## config.mk

```make
export PLATFORM = sky130hd
export DESIGN_NAME = scaler_frame_ctrl
export DESIGN_NICKNAME = d
export VERILOG_FILES = /design/src/rtl/scaler_frame_ctrl.sv
export SDC_FILE = /design/constraint.sdc
export NUM_CORES = 1
export LEC_CHECK = 0
export CAP_MARGIN = 20
export CORE_ASPECT_RATIO = 0.6
export CORE_MARGIN = 2
export CORE_UTILIZATION = 35
export CTS_CLUSTER_DIAMETER = 200
export DETAILED_ROUTE_END_ITERATION = 7
export PLACE_DENSITY = 0.59
export SETUP_SLACK_MARGIN = 0.05
export SYNTH_ARGS = -nofsm -noshare
export SYNTH_HDL_FRONTEND = slang
export SYNTH_SLANG_ARGS = --single-unit
```

## constraint.sdc

```tcl
create_clock -name clk -period 3.7 [get_ports clk]
set_input_delay 0.37 -clock clk [delete_from_list [all_inputs] [get_ports clk]]
set_output_delay 0.37 -clock clk [all_outputs]
set_load 0.005 [all_outputs]
```

## src/rtl/scaler_frame_ctrl.sv

```systemverilog
// Frame-level gate in front of the bilinear scaler: qualifies the DVP input stream, opens the
// gate only on frame boundaries, checks line/frame geometry and waits for the scaler to drain.
module scaler_frame_ctrl #(
    parameter int unsigned C_HREF_LEN       = 1920,
    parameter int unsigned C_SRC_IMG_HEIGHT = 480,
    parameter int unsigned C_DRAIN_MIN      = 4,
    parameter int unsigned C_DRAIN_TIMEOUT  = 65535
) (
    input  logic        clk,
    input  logic        rst,
    input  logic        start,
    input  logic        stop,
    input  logic        continuous,
    input  logic        per_img_vsync,
    input  logic        per_img_href,
    input  logic [7:0]  per_img_gray,
    input  logic        scaler_busy,
    output logic        gate_img_vsync,
    output logic        gate_img_href,
    output logic [7:0]  gate_img_gray,
    output logic        busy,
    output logic        frame_done,
    output logic        geom_err,
    output logic        timeout_err,
    output logic [15:0] frame_cnt,
    output logic [11:0] last_line_len,
    output logic [9:0]  last_line_cnt
);

    localparam logic [11:0] HrefLen   = 12'(C_HREF_LEN);
    localparam logic [9:0]  ImgHeight = 10'(C_SRC_IMG_HEIGHT);
    localparam logic [15:0] DrainMin  = 16'(C_DRAIN_MIN);
    localparam logic [15:0] DrainLast = 16'(C_DRAIN_TIMEOUT - 1);

    typedef enum logic [1:0] {StIdle, StArm, StRun, StDrain} state_e;

    state_e      state_q, state_d;
    logic        in_vsync_q, in_vsync_d;
    logic        in_href_q, in_href_d;
    logic [7:0]  in_gray_q, in_gray_d;
    logic        dly_vsync_q, dly_vsync_d;
    logic        dly_href_q, dly_href_d;
    logic        busy_meta_q, busy_meta_d;
    logic        busy_sync_q, busy_sync_d;
    logic        stop_pend_q, stop_pend_d;
    logic [11:0] pix_cnt_q, pix_cnt_d;
    logic [9:0]  line_cnt_q, line_cnt_d;
    logic [15:0] drain_cnt_q, drain_cnt_d;
    logic        busy_q, busy_d;
    logic        frame_done_q, frame_done_d;
    logic        geom_err_q, geom_err_d;
    logic        timeout_err_q, timeout_err_d;
    logic [15:0] frame_cnt_q, frame_cnt_d;
    logic [11:0] last_line_len_q, last_line_len_d;
    logic [9:0]  last_line_cnt_q, last_line_cnt_d;

    logic        vsync_rise, href_fall, href_rise, gate_open;
    logic [9:0]  line_inc;

    assign vsync_rise = in_vsync_q & ~dly_vsync_q;
    assign href_fall  = ~in_href_q & dly_href_q;
    assign href_rise  = in_href_q & ~dly_href_q;
    assign line_inc   = line_cnt_q + 10'd1;

    always_comb begin
        in_vsync_d  = per_img_vsync;
        in_href_d   = per_img_href;
        in_gray_d   = per_img_gray;
        dly_vsync_d = in_vsync_q;
        dly_href_d  = in_href_q;
        busy_meta_d = scaler_busy;
        busy_sync_d = busy_meta_q;
    end

    always_comb begin
        state_d         = state_q;
        stop_pend_d     = stop_pend_q;
        pix_cnt_d       = pix_cnt_q;
        line_cnt_d      = line_cnt_q;
        drain_cnt_d     = drain_cnt_q;
        frame_done_d    = 1'b0;
        geom_err_d      = 1'b0;
        timeout_err_d   = 1'b0;
        frame_cnt_d     = frame_cnt_q;
        last_line_len_d = last_line_len_q;
        last_line_cnt_d = last_line_cnt_q;
        gate_open       = 1'b0;

        unique case (state_q)
            StIdle: begin
                stop_pend_d = 1'b0;
                if (start && !stop) begin
                    state_d = StArm;
                end
            end
            StArm: begin
                if (stop || stop_pend_q) begin
                    state_d = StIdle;
                end else if (vsync_rise) begin
                    // Open on the vsync-rise cycle itself so the scaler sees the frame start.
                    state_d    = StRun;
                    pix_cnt_d  = 12'd0;
                    line_cnt_d = 10'd0;
                    gate_open  = 1'b1;
                end
            end
            StRun: begin
                gate_open = 1'b1;
                if (stop) begin
                    stop_pend_d = 1'b1;
                end
                if (in_href_q && pix_cnt_q != 12'hfff) begin
                    pix_cnt_d = pix_cnt_q + 12'd1;
                end
                if (vsync_rise) begin
                    // Short frame: resync onto the new frame without leaving RUN.
                    geom_err_d      = 1'b1;
                    last_line_cnt_d = line_cnt_q;
                    pix_cnt_d       = 12'd0;
                    line_cnt_d      = 10'd0;
                end else if (href_fall) begin
                    last_line_len_d = pix_cnt_q;
                    pix_cnt_d       = 12'd0;
                    if (pix_cnt_q != HrefLen) begin
                        geom_err_d = 1'b1;
                        state_d    = StArm;
                        gate_open  = 1'b0;
                    end else begin
                        line_cnt_d = line_inc;
                        if (line_inc == ImgHeight) begin
                            state_d         = StDrain;
                            drain_cnt_d     = 16'd0;
                            last_line_cnt_d = line_inc;
                            gate_open       = 1'b0;
                        end
                    end
                end
            end
            StDrain: begin
                drain_cnt_d = drain_cnt_q + 16'd1;
                if (stop) begin
                    stop_pend_d = 1'b1;
                end
                if (href_rise) begin
                    geom_err_d = 1'b1;
                end
                if (drain_cnt_q >= DrainMin && !busy_sync_q) begin
                    frame_done_d = 1'b1;
                    frame_cnt_d  = frame_cnt_q + 16'd1;
                    state_d      = (continuous && !stop_pend_q && !stop) ? StArm : StIdle;
                end else if (drain_cnt_q == DrainLast) begin
                    timeout_err_d = 1'b1;
                    state_d       = StIdle;
                end
            end
            default: state_d = StIdle;
        endcase
    end

    assign busy_d = (state_d != StIdle);

    always_ff @(posedge clk or posedge rst) begin
        if (rst) begin
            state_q         <= StIdle;
            in_vsync_q      <= 1'b0;
            in_href_q       <= 1'b0;
            in_gray_q       <= 8'd0;
            dly_vsync_q     <= 1'b0;
            dly_href_q      <= 1'b0;
            busy_meta_q     <= 1'b0;
            busy_sync_q     <= 1'b0;
            stop_pend_q     <= 1'b0;
            pix_cnt_q       <= 12'd0;
            line_cnt_q      <= 10'd0;
            drain_cnt_q     <= 16'd0;
            busy_q          <= 1'b0;
            frame_done_q    <= 1'b0;
            geom_err_q      <= 1'b0;
            timeout_err_q   <= 1'b0;
            frame_cnt_q     <= 16'd0;
            last_line_len_q <= 12'd0;
            last_line_cnt_q <= 10'd0;
        end else begin
            state_q         <= state_d;
            in_vsync_q      <= in_vsync_d;
            in_href_q       <= in_href_d;
            in_gray_q       <= in_gray_d;
            dly_vsync_q     <= dly_vsync_d;
            dly_href_q      <= dly_href_d;
            busy_meta_q     <= busy_meta_d;
            busy_sync_q     <= busy_sync_d;
            stop_pend_q     <= stop_pend_d;
            pix_cnt_q       <= pix_cnt_d;
            line_cnt_q      <= line_cnt_d;
            drain_cnt_q     <= drain_cnt_d;
            busy_q          <= busy_d;
            frame_done_q    <= frame_done_d;
            geom_err_q      <= geom_err_d;
            timeout_err_q   <= timeout_err_d;
            frame_cnt_q     <= frame_cnt_d;
            last_line_len_q <= last_line_len_d;
            last_line_cnt_q <= last_line_cnt_d;
        end
    end

    // Gated stream comes straight off the input registers, so reset zeroes it asynchronously.
    assign gate_img_vsync = gate_open & in_vsync_q;
    assign gate_img_href  = gate_open & in_href_q;
    assign gate_img_gray  = gate_open ? in_gray_q : 8'd0;

    assign busy          = busy_q;
    assign frame_done    = frame_done_q;
    assign geom_err      = geom_err_q;
    assign timeout_err   = timeout_err_q;
    assign frame_cnt     = frame_cnt_q;
    assign last_line_len = last_line_len_q;
    assign last_line_cnt = last_line_cnt_q;

endmodule

```

==> results.txt, run 1 <==
----------------------------------------------------
[Layout]
  Layout Nets ... 584
  Antenna Cells ... 0
  Most common library cell in the layout ignoring fill and taps ... sky130_fd_sc_hd__dfrtp_1
  Layout cell share with drive strength beyond 1 ... 0.0998
  Final core utilization ... 0.444
  Commonest cells after routing, fill and taps aside ... 97 x sky130_fd_sc_hd__dfrtp_1, 67 x sky130_fd_sc_hd__clkdlybuf4s50_1, 49 x sky130_fd_sc_hd__nand2_1, 35 x sky130_fd_sc_hd__o21ai_0, 31 x sky130_fd_sc_hd__nor2_1
  Area growth, synth to finish ... 23.6%

[Synthesis]
  Number of enable flip-flop cells after synthesis ... 0
  Seq/Total Area, Yosys ... 0.495
  Number of unique standard cell types used by synthesis ... 55
  Synthesized cell area ... 4910 um^2
  Post-synthesis sequential element count ... 97
  Flip-flop cell with the highest count after synthesis ... sky130_fd_sc_hd__dfrtp_1
  Post-synthesis net count ... 518
  Proportion of synthesized flip-flops having asynchronous set or reset ... 1.00
  Count of synthesis-stage warnings from yosys ... 0
  Average instance area after synthesis ... 10.0 um^2
  Post-synthesis cell count ... 490

[Floorplan]
  I/O pin cnt ... 68
  Initial core utilization ... 0.359
  Vert. Die Dim ... 95.7 um
  Area of the die ... 15,000 um^2
  FP Rows ... 33
  Width of the die ... 157 um
  Area of the core ... 13,700 um^2

[Hold path]
  Hold WC Path Type ... flop to flop

[Global route]
  Vias in the first global route ... 3,553
  Antenna violations before repair ... 0
  Global-route wire length before repair ... 18,900 um
  All-layer global routing usage ... 0.161
  Largest net degree at the start of global routing ... 62
  Final global-route overflow total ... 0

[Power]
  Power density relative to cell area ... 370 nW/um^2
  Static Leak ... 2.57 nW
  Maximum ir drop on the vdd rail ... 0.199 mV

[Run status]
  Status ... complete, no violations

[Timing]
  Worst Clk Skew ... 0.00742 ns
  Sum Neg Setup Slack ... 0 ns
  Setup violations, final ... 0
  Setup repair after global routing missed its margin ... no
  Hold Worst Slack ... 0.348 ns
  Worst Max-Slew Pin Slew ... 0.926 ns
  Tmin final ... 3.46 ns
  Final hold violation count ... 0
  FMAX ... 289 MHz
  Ratio of final minimum period to clock period ... 0.936
  Final Slew Violations ... 0
  Headroom to the max-slew limit ... 0.382

[Clock network]
  TritonCTS clock tree ... built
  H-tree depth ... 3
  TritonCTS Buffers ... 9
  Number of buffers between clock root and the deepest sink ... 2
  # hold bufs at CTS ... 0
  Worst skew pair latency ... 0.34 ns
  Cell at the root of the clock tree ... sky130_fd_sc_hd__clkbuf_16
  Clock sink total ... 97
  Clock-pin slew reported for the worst setup and hold paths after clock tree synthesis ... 0.07 ns

[Setup path]
  Worst setup EP type ... output pin
  Highest fanout seen on the critical path ... 8
  Critical setup path kind ... flop to output pin
  Critical path data arrival time ... 3.09 ns
  Kind of start point of the critical path ... flop
  WP data required ... 3.33 ns

[Routing]
  Number of iterations in the first detailed-routing pass ... 5
  Total via count after detailed routing ... 3,846
  Routed len/inst ... 15.2 um
  Via density per instance ... 5.11
  Final routed DRC violation total ... 0
  First DRT Iteration DRCs ... 344
  Routed Antenna Nets ... 0
  Total wirelength of the detailed-routed design ... 11,500 um

[Placement]
  Routability cong. ... 0.918
  Total of buffers placed on input and output ports ... 67
  HPWL Detailed ... 8260 um

[Run]
  Total of max-cap violations ... 0

----------------------------------------------------
-- through the flow --
stage	cells	power, mW	instance area [um^2]	setup WS [ns]
2_1_floorplan	490	1.30	4910	0.796
3_3_place_gp	737	1.39	5790	0.576
3_5_place_dp	737	1.40	5790	0.450
4_1_cts	753	2.27	6060	0.0740
5_1_grt	753	2.36	6070	0.0821
6_report	753	2.24	6070	0.236
-- layer usage --
metal  routed length [um]  global-route usage  vias up
li1                     -                   -     1877
met1                 6230               0.258     1857
met2                 4550               0.211      105
met3                  631              0.0392        7
met4                   76              0.0375        0
met5                    0                   0        -
-- Yosys cell counts, types with 2 or more instances --
master,instances,share of area
sky130_fd_sc_hd__nor2_1,31,0.024
sky130_fd_sc_hd__a21oi_1,15,0.015
sky130_fd_sc_hd__nor4_1,7,0.0089
sky130_fd_sc_hd__ha_1,12,0.031
sky130_fd_sc_hd__nand2b_1,6,0.0076
sky130_fd_sc_hd__or4_1,7,0.011
sky130_fd_sc_hd__and2_1,10,0.013
sky130_fd_sc_hd__o21ai_0,35,0.036
sky130_fd_sc_hd__a211o_1,3,0.0054
sky130_fd_sc_hd__xor2_1,10,0.018
sky130_fd_sc_hd__clkbuf_1,15,0.011
sky130_fd_sc_hd__mux2_2,17,0.039
sky130_fd_sc_hd__a31o_2,2,0.0036
sky130_fd_sc_hd__nor3_1,9,0.0092
sky130_fd_sc_hd__nor2b_1,10,0.013
sky130_fd_sc_hd__or2_2,2,0.0025
sky130_fd_sc_hd__nand3_1,25,0.025
sky130_fd_sc_hd__nand2_1,49,0.037
sky130_fd_sc_hd__buf_2,2,0.0020
sky130_fd_sc_hd__dfrtp_1,97,0.49
sky130_fd_sc_hd__xnor2_1,24,0.043
sky130_fd_sc_hd__or3_1,8,0.010
sky130_fd_sc_hd__and3_1,12,0.015
sky130_fd_sc_hd__a41oi_1,2,0.0036
sky130_fd_sc_hd__a31oi_1,5,0.0064
sky130_fd_sc_hd__o31ai_1,13,0.020
sky130_fd_sc_hd__buf_6,3,0.0069
sky130_fd_sc_hd__nand4_1,14,0.018
sky130_fd_sc_hd__mux2i_1,2,0.0041
sky130_fd_sc_hd__inv_1,18,0.014
-- worst max-delay path, stage by stage (launching register included) --
cell and delay, ns:
sky130_fd_sc_hd__dfrtp_1 0.42, sky130_fd_sc_hd__inv_1 0.10, sky130_fd_sc_hd__ha_1 0.16, sky130_fd_sc_hd__or4b_2 0.65
sky130_fd_sc_hd__nor3_4 0.24, sky130_fd_sc_hd__nand2b_1 0.11, sky130_fd_sc_hd__a31oi_2 0.38, sky130_fd_sc_hd__and2_1 0.19
sky130_fd_sc_hd__clkdlybuf4s50_1 0.50
-- kinds of logic (layout without fill, tap and decap cells) --
kind of cell    Yosys count  after routing  share of synthesized area
compound gates           88             88                      0.119
mux                      19             19                     0.0431
buf+inv                  41            112                     0.0372
fa+ha+maj                12             12                     0.0306
simple gates            199            199                      0.215
flops                    97             97                      0.495
xor+xnor                 34             34                     0.0607
-- state kept, by name, indices dropped and copies added, names as in the netlist, 2 cells and up --
signal         cells
last_line_len     12
state_q            2
in_gray_q          8
pix_cnt_q         12
last_line_cnt     10
drain_cnt_q       16
frame_cnt         16
line_cnt_q        10
-- worst paths after layout --
check,startpoint,to,slack (ns),depth (start not counted)
min reg2reg,busy_meta_q$_DFF_PP0_,busy_sync_q$_DFF_PP0_,0.35,0
min in group asynchronous,rst,frame_cnt[13]$_DFFE_PP0P_,0.53,2
max in group asynchronous,rst,last_line_len[4]$_DFFE_PP0P_,2.39,3
max,pix_cnt_q[0]$_DFFE_PP0P_,gate_img_gray[3],0.24,8
min,busy_meta_q$_DFF_PP0_,busy_sync_q$_DFF_PP0_,0.35,0
max reg2reg,pix_cnt_q[0]$_DFFE_PP0P_,drain_cnt_q[14]$_DFFE_PP0P_,0.85,8
-- repair_timing --
item | 4_1_cts | 5_1_grt
endpoints found under the setup margin | 0 | 8
setup buffers | 0 | 0
gates resized for setup | 0 | 2
-- layout make-up --
type	instances	area, um^2
well taps	192	240
multi-input cells	352	2310
repair buffers	77	746
flip-flops and latches	97	2430
clock inverters	5	41.3
fillers	1343	7600
inverters	19	73.8
clock buffers	11	233
-- power breakdown --
group / total (mW) / switching (mW) / internal, mW
clock network: 0.865 / 0.404 / 0.461
registers: 1.13 / 0.0362 / 1.09
logic: 0.249 / 0.139 / 0.110
total: 2.24 / 0.579 / 1.67
Note: power is estimated with default switching activity, not from simulation.
==> run 2: changes to the inputs <==
Settings changed: GPL_TIMING_DRIVEN set to 0.
==> run 2 against run 1 <==
Effect of this change: worst hold slack better by 0.0030 ns; power is 2.4% higher; combinational power increased by 4%; core utilization grew 0.85 points; sequential cell count unchanged; critical path depth stayed put; cell count grew 2.1%; largest power group unchanged; global-route usage increased by 0.26 points; maximum frequency grew 1.6%; setup slack better by 0.054 ns; sequential share of layout area shrank 0.75 points; die area unchanged.
==> results.txt, run 2 (synthesis results as in run 1) <==
----------------------------------------------------
[Run status]
  Status ... complete, no violations

[Timing]
  Ratio of final minimum period to clock period ... 0.922 (-0.0145)
  Setup violations, final ... 0 (unchanged)
  Smallest setup slack after layout ... 0.290 ns (+0.0538 ns)
  Final Slew Violations ... 0 (unchanged)
  Setup repair after global routing missed its margin ... no
  FMAX ... 293 MHz (+1.6%)
  Final hold violation count ... 0 (unchanged)
  Tmin final ... 3.41 ns (-0.0538 ns)
  Headroom to the max-slew limit ... 0.377 (-0.00562)
  Worst Clk Skew ... 0.00598 ns (-0.00144 ns)
  Worst Max-Slew Pin Slew ... 0.929 ns (+0.00220 ns)

[Routing]
  Routed len/inst ... 15.0 um (-1.3%)
  Total via count after detailed routing ... 3,933 (+2.3%)
  Via density per instance ... 5.11 (+0.13%)
  First DRT Iteration DRCs ... 254 (-26%)
  Total wirelength of the detailed-routed design ... 11,600 um (+0.78%)
  Routed Antenna Nets ... 0 (unchanged)
  Final routed DRC violation total ... 0 (unchanged)
  Number of iterations in the first detailed-routing pass ... 5 (unchanged)

[Global route]
  All-layer global routing usage ... 0.163 (+0.00262)
  Final global-route overflow total ... 0 (unchanged)
  Largest net degree at the start of global routing ... 61 (-1.6%)
  Antenna violations before repair ... 0 (unchanged)
  Vias in the first global route ... 3,776 (+6.3%)
  Global-route wire length before repair ... 19,300 um (+2.1%)

[Setup path]
  Critical setup path kind ... flop to output pin
  Cell-by-cell listing of the critical path ... ha_1 -> nand3_1 -> a211o_1 -> a311oi_4 -> nand2b_1 -> a31oi_4 -> and2_1 -> clkdlybuf4s50_1
  WP data required ... 3.33 ns (about the same)
  Count of cells along the worst register-to-register path ... 10 (+2)
  Worst reg2reg setup slack ... 0.80 ns (-0.05 ns)
  Highest fanout seen on the critical path ... 8 (unchanged)
  Capture point of the worst reg-to-reg path ... line_cnt_q[7]$_DFFE_PP0P_
  Setup crit end ... gate_img_gray[4]
  Worst setup EP type ... output pin
  Kind of start point of the critical path ... flop
  Startpoint of the lowest-slack register-to-register path ... dly_vsync_d$_DFF_PP0_
  CP max stage delay ... 0.46 ns (-0.19 ns)
  Critical path data arrival time ... 3.04 ns (-0.05 ns)
  Slowest-stage cell, CP ... sky130_fd_sc_hd__a311oi_4
  Origin of the worst setup path ... line_cnt_q[0]$_DFFE_PP0P_

[Clock network]
  TritonCTS Buffers ... 9 (unchanged)
  # hold bufs at CTS ... 0 (unchanged)
  Clock-pin slew reported for the worst setup and hold paths after clock tree synthesis ... 0.06 ns (about the same)
  Number of buffers between clock root and the deepest sink ... 2 (unchanged)
  Worst skew pair latency ... 0.34 ns (about the same)
  H-tree depth ... 3 (unchanged)
  TritonCTS clock tree ... built
  Cell at the root of the clock tree ... sky130_fd_sc_hd__clkbuf_16
  Clock sink total ... 97 (unchanged)

[Run]
  Total of max-cap violations ... 0 (unchanged)

[Power]
  Maximum ir drop on the vdd rail ... 0.228 mV (+14%)
  Power density relative to cell area ... 371 nW/um^2 (+0.44%)
  Static Leak ... 2.62 nW (+2.0%)
  Pwr Total ... 2.30 mW (+2.4%)

[Placement]
  Placed standard-cell area ... 5850 um^2 (+1.1%)
  Routability cong. ... 0.880 (-4.1%)
  HPWL Detailed ... 8490 um (+2.9%)
  Total of buffers placed on input and output ports ... 67 (unchanged)
  Place WS ... 0.147 ns (-0.302 ns)

[Floorplan]
  Area of the core ... 13,700 um^2 (unchanged)
  FP Rows ... 33 (unchanged)
  I/O pin cnt ... 68 (unchanged)
  Width of the die ... 157 um (unchanged)
  Vert. Die Dim ... 95.7 um (unchanged)
  Area of the die ... 15,000 um^2 (unchanged)
  Initial core utilization ... 0.359 (unchanged)

[Layout]
  Layout cell share with drive strength beyond 1 ... 0.0971 (-0.00277)
  Fillcell total ... 1,299 (-3.3%)
  Layout Nets ... 601 (+2.9%)
  Most common library cell in the layout ignoring fill and taps ... sky130_fd_sc_hd__dfrtp_1
  Final core utilization ... 0.453 (+0.00851)
  Area growth, synth to finish ... 26.0%
  Antenna Cells ... 0 (unchanged)
  Summed area of non-filler cells in the final layout ... 6180 um^2 (+1.9%)
  Commonest cells after routing, fill and taps aside ... 97 x sky130_fd_sc_hd__dfrtp_1, 67 x sky130_fd_sc_hd__clkdlybuf4s50_1, 49 x sky130_fd_sc_hd__nand2_1, 35 x sky130_fd_sc_hd__o21ai_0, 31 x sky130_fd_sc_hd__nor2_1

[Hold path]
  Hold WC Path Type ... flop to flop
  Worst Hold Path Cells ... 0 (unchanged)

----------------------------------------------------
run 2: cell count changes in the layout (fill, tap and decap cells not counted), sizes merged:
cell,delta
bufinv,+1
clkinvlp,+1
clkbuf,+14
buf,+2
clkinv,-1
inv,-1
run 2: cell type report:
| class | instances | area (um^2) | share of cell area |
|---|---|---|---|
| inverters | 19 | 73.8 | 0.0119 |
| clock inverters | 5 | 57.6 | 0.00931 |
| flip-flops and latches | 97 | 2430 | 0.392 |
| multi-input cells | 352 | 2320 | 0.375 |
| repair buffers | 72 | 728 | 0.118 |
| clock buffers | 10 | 229 | 0.0370 |
| well taps | 192 | 240 | 0.0388 |
| plain buffers | 22 | 111 | 0.0180 |
run 2: per-layer routing:
layer | wire length [um] | up-vias | GRT usage | share of wire
met3 | 719 | 11 | 0.0396 | 0.062
met4 | 71 | 0 | 0.0329 | 0.0061
met2 | 4650 | 115 | 0.233 | 0.40
li1 | - | 1909 | - | -
met1 | 6130 | 1898 | 0.250 | 0.53
met5 | 0 | - | 0 | 0
run 2: timing repair:
item	CTS	global route
setup buffers	0	4
pin swaps	1	2
gates resized for setup	2	1
endpoints found under the setup margin	8	9
endpoints found under the hold margin	0	0
run 2: metrics by stage:
step,hold WS (ns),instances,TNS [ns]
6_report,0.351,769,0
3_3_place_gp,0.340,749,-73.22
3_5_place_dp,0.336,750,0
4_1_cts,0.352,765,0
5_1_grt,0.369,769,0
2_1_floorplan,0.331,490,0
run 2: worst min path at each step:
stage | to | from | slack, ns
2_1_floorplan | busy_sync_q$_DFF_PP0_ | busy_meta_q$_DFF_PP0_ | 0.33
6_report | busy_sync_q$_DFF_PP0_ | busy_meta_q$_DFF_PP0_ | 0.35
5_1_grt | busy_sync_q$_DFF_PP0_ | busy_meta_q$_DFF_PP0_ | 0.37
3_3_place_gp | busy_sync_q$_DFF_PP0_ | busy_meta_q$_DFF_PP0_ | 0.34
4_1_cts | busy_sync_q$_DFF_PP0_ | busy_meta_q$_DFF_PP0_ | 0.35
3_5_place_dp | busy_sync_q$_DFF_PP0_ | busy_meta_q$_DFF_PP0_ | 0.34
run 2: worst max-delay path, delay by kind of cell, from the launching register on:
kind                     cells  cell delay [ns]
adder cells (fa/ha/maj)      1             0.37
buffers and inverters        1             0.45
AND/OR/NAND/NOR              3             0.60
AO/OA/AOI/OAI                3             0.93
flip-flops                   1             0.35
run 2: where the power goes:
group	leakage (nW)	internal (mW)	switching, mW	total, mW
logic	1.17	0.114	0.145	0.259
registers	1.32	1.09	0.0342	1.13
clock network	0.131	0.519	0.390	0.909
total	2.62	1.73	0.570	2.30
